==> src/rtl/mul_div_unit_pkg.sv <==
// Shared constants and encodings for the iterative multiply/divide unit.
package mul_div_unit_pkg;

    localparam int unsigned WIDTH = 32;
    localparam int unsigned ITERS = 32;

    typedef enum logic [1:0] {
        OP_MULTU = 2'b00,
        OP_MULT  = 2'b01,
        OP_DIVU  = 2'b10,
        OP_DIV   = 2'b11
    } op_e;

    typedef enum logic [1:0] {
        ST_IDLE = 2'b00,
        ST_RUN  = 2'b01,
        ST_FIX  = 2'b10
    } state_e;

    // Magnitude of a two's-complement value when it is treated as signed.
    function automatic logic [WIDTH-1:0] mag(input logic [WIDTH-1:0] x, input logic is_signed);
        mag = (is_signed && x[WIDTH-1]) ? WIDTH'(-x) : x;
    endfunction

endpackage

==> src/rtl/mul_div_step.sv <==
// One radix-2 iteration: shift-add multiply or restoring divide step.
module mul_div_step #(
    parameter int unsigned WIDTH = 32
) (
    input  logic [2*WIDTH-1:0] acc_i,
    input  logic [WIDTH-1:0]   opnd_i,
    input  logic               is_div_i,
    output logic [2*WIDTH-1:0] acc_o
);

    logic [WIDTH:0]   add_sum;
    logic [WIDTH:0]   shl_rem;
    logic [WIDTH-1:0] sub_diff;

    // Multiply keeps the multiplier in the low half and shifts right;
    // divide keeps remainder:quotient and shifts left.
    always_comb begin
        add_sum  = {1'b0, acc_i[2*WIDTH-1:WIDTH]} + {1'b0, opnd_i};
        shl_rem  = acc_i[2*WIDTH-1:WIDTH-1];
        sub_diff = shl_rem[WIDTH-1:0] - opnd_i;
        acc_o    = acc_i;
        if (is_div_i) begin
            if (shl_rem >= {1'b0, opnd_i}) begin
                acc_o = {sub_diff, acc_i[WIDTH-2:0], 1'b1};
            end else begin
                acc_o = {shl_rem[WIDTH-1:0], acc_i[WIDTH-2:0], 1'b0};
            end
        end else if (acc_i[0]) begin
            acc_o = {add_sum, acc_i[WIDTH-1:1]};
        end else begin
            acc_o = {1'b0, acc_i[2*WIDTH-1:1]};
        end
    end

endmodule

==> src/rtl/mul_div_unit.sv <==
// Iterative MULT/MULTU/DIV/DIVU unit with HI/LO registers and start/busy/done handshake.
module mul_div_unit
    import mul_div_unit_pkg::*;
#(
    parameter int unsigned WIDTH = mul_div_unit_pkg::WIDTH,
    parameter int unsigned ITERS = mul_div_unit_pkg::ITERS
) (
    input  logic             clk,
    input  logic             rst_n,
    input  logic             start,
    input  logic [1:0]       op,
    input  logic [WIDTH-1:0] src_a,
    input  logic [WIDTH-1:0] src_b,
    input  logic             cancel,
    input  logic             mthi,
    input  logic             mtlo,
    output logic             busy,
    output logic             done,
    output logic             div_by_zero,
    output logic [WIDTH-1:0] hi,
    output logic [WIDTH-1:0] lo
);

    localparam int unsigned CNT_W = $clog2(ITERS);

    state_e             state_q;
    op_e                op_q;
    logic [CNT_W-1:0]   cnt_q;
    logic [2*WIDTH-1:0] acc_q;
    logic [2*WIDTH-1:0] acc_d;
    logic [WIDTH-1:0]   opnd_q;
    logic [WIDTH-1:0]   a_orig_q;
    logic               sign_a_q;
    logic               sign_b_q;
    logic               b_zero_q;
    logic               busy_q;
    logic               done_q;
    logic               dbz_q;
    logic [WIDTH-1:0]   hi_q;
    logic [WIDTH-1:0]   lo_q;

    logic               is_div;
    logic               op_signed;
    logic [2*WIDTH-1:0] prod_fix;
    logic [WIDTH-1:0]   quot_fix;
    logic [WIDTH-1:0]   rem_fix;
    logic [WIDTH-1:0]   hi_res;
    logic [WIDTH-1:0]   lo_res;

    assign is_div    = op_q[1];
    assign op_signed = op[0];

    mul_div_step #(.WIDTH(WIDTH)) u_step (
        .acc_i    (acc_q),
        .opnd_i   (opnd_q),
        .is_div_i (is_div),
        .acc_o    (acc_d)
    );

    // Sign correction and divide-by-zero override of the raw accumulator.
    always_comb begin
        prod_fix = (sign_a_q ^ sign_b_q) ? (2*WIDTH)'(-acc_q) : acc_q;
        quot_fix = (sign_a_q ^ sign_b_q) ? WIDTH'(-acc_q[WIDTH-1:0]) : acc_q[WIDTH-1:0];
        rem_fix  = sign_a_q ? WIDTH'(-acc_q[2*WIDTH-1:WIDTH]) : acc_q[2*WIDTH-1:WIDTH];
        hi_res   = prod_fix[2*WIDTH-1:WIDTH];
        lo_res   = prod_fix[WIDTH-1:0];
        if (is_div) begin
            if (b_zero_q) begin
                hi_res = a_orig_q;
                lo_res = '1;
            end else begin
                hi_res = rem_fix;
                lo_res = quot_fix;
            end
        end
    end

    // Control FSM, iteration counter, operand latches and HI/LO registers.
    always_ff @(posedge clk or negedge rst_n) begin
        if (!rst_n) begin
            state_q  <= ST_IDLE;
            op_q     <= OP_MULTU;
            cnt_q    <= '0;
            acc_q    <= '0;
            opnd_q   <= '0;
            a_orig_q <= '0;
            sign_a_q <= 1'b0;
            sign_b_q <= 1'b0;
            b_zero_q <= 1'b0;
            busy_q   <= 1'b0;
            done_q   <= 1'b0;
            dbz_q    <= 1'b0;
            hi_q     <= '0;
            lo_q     <= '0;
        end else begin
            done_q <= 1'b0;
            dbz_q  <= 1'b0;
            case (state_q)
                ST_IDLE: begin
                    if (start && !cancel) begin
                        state_q  <= ST_RUN;
                        op_q     <= op_e'(op);
                        cnt_q    <= '0;
                        acc_q    <= {WIDTH'(0), mag(src_a, op_signed)};
                        opnd_q   <= mag(src_b, op_signed);
                        a_orig_q <= src_a;
                        sign_a_q <= op_signed & src_a[WIDTH-1];
                        sign_b_q <= op_signed & src_b[WIDTH-1];
                        b_zero_q <= (src_b == '0);
                        busy_q   <= 1'b1;
                    end else if (!start) begin
                        if (mthi) hi_q <= src_a;
                        if (mtlo) lo_q <= src_a;
                    end
                end
                ST_RUN: begin
                    if (cancel) begin
                        state_q <= ST_IDLE;
                        cnt_q   <= '0;
                        busy_q  <= 1'b0;
                    end else begin
                        acc_q <= acc_d;
                        if (cnt_q == CNT_W'(ITERS-1)) begin
                            state_q <= ST_FIX;
                            cnt_q   <= '0;
                        end else begin
                            cnt_q <= cnt_q + CNT_W'(1);
                        end
                    end
                end
                ST_FIX: begin
                    state_q <= ST_IDLE;
                    busy_q  <= 1'b0;
                    if (!cancel) begin
                        hi_q   <= hi_res;
                        lo_q   <= lo_res;
                        done_q <= 1'b1;
                        dbz_q  <= is_div & b_zero_q;
                    end
                end
                default: begin
                    state_q <= ST_IDLE;
                    busy_q  <= 1'b0;
                end
            endcase
        end
    end

    assign busy        = busy_q;
    assign done        = done_q;
    assign div_by_zero = dbz_q;
    assign hi          = hi_q;
    assign lo          = lo_q;

endmodule

==> config.mk <==
export PLATFORM = sky130hd
export DESIGN_NAME = mul_div_unit
export DESIGN_NICKNAME = d
export VERILOG_FILES = /design/src/rtl/mul_div_unit_pkg.sv /design/src/rtl/mul_div_step.sv /design/src/rtl/mul_div_unit.sv
export SDC_FILE = /design/constraint.sdc
export NUM_CORES = 1
export LEC_CHECK = 0
export CAP_MARGIN = 20
export CORE_UTILIZATION = 45
export DETAILED_ROUTE_END_ITERATION = 10
export PLACE_DENSITY_LB_ADDON = 0.15
export SYNTH_ARGS = -nofsm -noshare
export SYNTH_HDL_FRONTEND = slang
export SYNTH_HIERARCHICAL = 1
export SYNTH_SLANG_ARGS = --single-unit
==> constraint.sdc <==
create_clock -name clk -period 7 [get_ports clk]
set_clock_uncertainty 0.15 [all_clocks]
set_input_delay 0.7 -clock clk [delete_from_list [all_inputs] [get_ports clk]]
set_output_delay 0.7 -clock clk [all_outputs]
set_load 0.05 [all_outputs]
==> out/metrics.yaml <==
synth_ff_type: "dfrtp_1"
fin_crit_sh_pct: 57.62
drv_slew: 0
seq_area_frac_synth_pct: 29.64
synth_nets: 2407
gr-usage-all-layers_pct: 32.41
design_area_um2: 20020
syn2layout_area_growth_pct: 15.10
ant_nets: 0
clockBufferDepth: 3
path_class: "reg2reg"
start_util_pct: 45.96
design.core.area_um2: 37840
fin_crit_ns: 4.034
synth_largest_area_cell: "dfrtp_1"
ys_top_cells_by_count: "nand2_1, o21ai_0, dfrtp_1"
worstMarginPinSlew_ns: 1.105
vdd_ir_drop_max_uv: 254.6
synth-edff-count: 0
placed_area_um2: 19060
grt.overflow.total: 0
via_count: 17610
drtIter0Drc: 1597
cp.required_ns: 7.31
p_leak_nw: 8.291
finalWeightedCongestion: 0.9768
via_per_inst: 6.217
htree_levels: 1
critPathArrivalTime_ns: 4.34
yosysUniqueCellTypes: 90
io_buffers: 138
min_path_type: "reg2reg"
power_density_nw_per_um2: 421.8
netlist_area_um2: 17390
yosysWarnings: 6
status: "complete, no violations"
crit_path_max_incr_delay_ns: 0.93
die_w_um: 198.6
rsz0062_at_grt: "no"
grt_pass1_vias: 16810
ios: 139
netlist_instances: 2263
cp_slowest_cell: "nor4_1"
tritoncts: "yes"
rows: 71
antenna_found_initial: 0
synthTopCellsByArea: "dfrtp_1, nand2_1, o21ai_0"
startpoint_type: "flip-flop"
post-route-util_pct: 52.90
finalHoldViolCount: 0
crit_chain: "ha_1 > a21oi_1 > o211ai_1 > nand2_1 > o211ai_1 > nor4_1 > or3_1 > a21oi_1 > xnor2_1 > a221oi_1 > a22o_1"
seqCellArea_um2: 5159
n_antenna_cell: 0
end_kind: "flip-flop"
postSynthAreaPerCell_um2: 7.685
drv_cap: 0
post-dp-hpwl_mm: 46.75
avgRoutedWirePerCell_um: 22.50
drc: 0
clkTransAtPathRegs_ns: 0.06
ys_async_sr_fraction_pct: 100.0
cts_inserted_buffers: 27
max_freq_mhz: 247.9
postCtsSetupRepairBufs: 0
synth.most_common_cell: "nand2_1"
final.setup.tns_ns: 0
die_h_um: 198.6
die-area_um2: 39440
multiInputGateArea_um2: 11410
finalSetupViolCount: 0
maxSlewHeadroom_pct: 25.63
num-fill-cells: 3658
cts.repair.resized: 0
wirelength_mm: 63.73
layout-drive-gt1-share_pct: 6.546
grt_start_max_net_pins: 73
clock-sinks: 206
synth_top_area_share_pct: 29.64
path_max_fanout: 15
ys_ff_latch: 206
nNetsFinal: 2447
grt_pass1_wl_mm: 99.26
clk_latency_ns: 0.58
firstDrtPassIters: 5
clock-root-buffer: "clkbuf_16"
[registers in the layout (all words and copies together), names as in the netlist]
register     flops
div_by_zero      1
opnd_q          32
lo              32
hi              32
done             1
sign_a_q         1
busy             1
cnt_q            5
a_orig_q        32
state_q          2
op_q             1
sign_b_q         1
acc_q           64
b_zero_q         1
[power by group]
group / switching (W) / internal (W)
clock network: 0.000588 / 0.000911
logic: 0.00296 / 0.00186
registers: 0.000641 / 0.00148
[kinds of logic (layout without fill, tap and decap cells)]
kind of cell / Yosys count / in the layout / synth area share, %
AND/OR/NAND/NOR: 813 / 813 / 21.95
flip-flops: 206 / 206 / 29.64
multiplexers: 49 / 49 / 3.036
adder cells (fa/ha/maj): 72 / 72 / 5.266
AO/OA/AOI/OAI: 725 / 725 / 26.27
buffers and inverters: 225 / 284 / 5.122
XOR/XNOR: 173 / 173 / 8.712
[layer usage]
metal / track usage, % / vias up / wire (um)
li1: - / 8269 / -
met1: 43.52 / 8372 / 26750
met2: 51.92 / 827 / 28770
met3: 4.646 / 146 / 5330
met4: 13.79 / 0 / 2873
met5: 0 / - / 0
[cell usage in the layout, fill, tap and decap left out, types with 25 or more instances in the layout]
cell type        count
buf_4               29
or3_1               34
clkdlybuf4s50_1    137
a21o_1              27
nand2_1            345
mux2_2              30
ha_1                70
nor3_1              52
o21ai_0            222
a31oi_1             31
nor2_1             157
nor4_1              27
xnor2_1             95
o31ai_1             25
clkbuf_16           27
xor2_1              76
dfrtp_1            205
o22ai_1             41
inv_1               64
a21oi_1            178
nand3_1             57
a22o_1              30
[cell type report]
class                   instances  share of cell area [%]
well taps                     511                   3.194
multi-input cells            1832                   56.98
clock inverters                11                  0.9063
clock buffers                  37                   3.813
repair buffers                168                   8.057
inverters                      68                   1.275
flip-flops and latches        206                   25.77
[final timing paths]
check	startpoint	to	slack, ns	cells past startpoint
min in group asynchronous	rst_n	done	0.53	2
max in group asynchronous	rst_n	acc_q[5]	4.74	3
setup / recovery	acc_q[42]	acc_q[60]	2.97	11
hold reg to reg	a_orig_q[13]	a_orig_q[13]	0.32	2
setup reg to reg	acc_q[42]	acc_q[60]	2.97	11
hold / removal	a_orig_q[13]	a_orig_q[13]	0.32	2
[metrics by stage]
| step | worst slack (ns) | hold slack (ns) | power (W) | cells |
|---|---|---|---|---|
| after floorplan | 3.661 | 0.2544 | 0.005466 | 2263 |
| after global placement | 2.988 | 0.3035 | 0.006823 | 2784 |
| after detailed placement | 2.908 | 0.3086 | 0.006857 | 2784 |
| after CTS | 3.017 | 0.3221 | 0.008364 | 2833 |
| after global routing | 2.842 | 0.3371 | 0.008994 | 2833 |
| final | 2.966 | 0.3229 | 0.008444 | 2833 |
[timing repair]
action                                 in CTS  in global routing
setup endpoints to repair                   0                  0
hold buffers                                1                  0
endpoints found under the hold margin      33                  0
[worst max-delay path, delay by kind of cell (launching register included)]
kind | cells | cell delay, ns
AOI/OAI and AO/OA | 6 | 1.07
DFF | 1 | 0.79
xor gates and xnor gates | 1 | 0.27
and+or+nand+nor | 3 | 1.25
adders and majority gates | 1 | 0.40
Power figures use the tool's default switching activity.
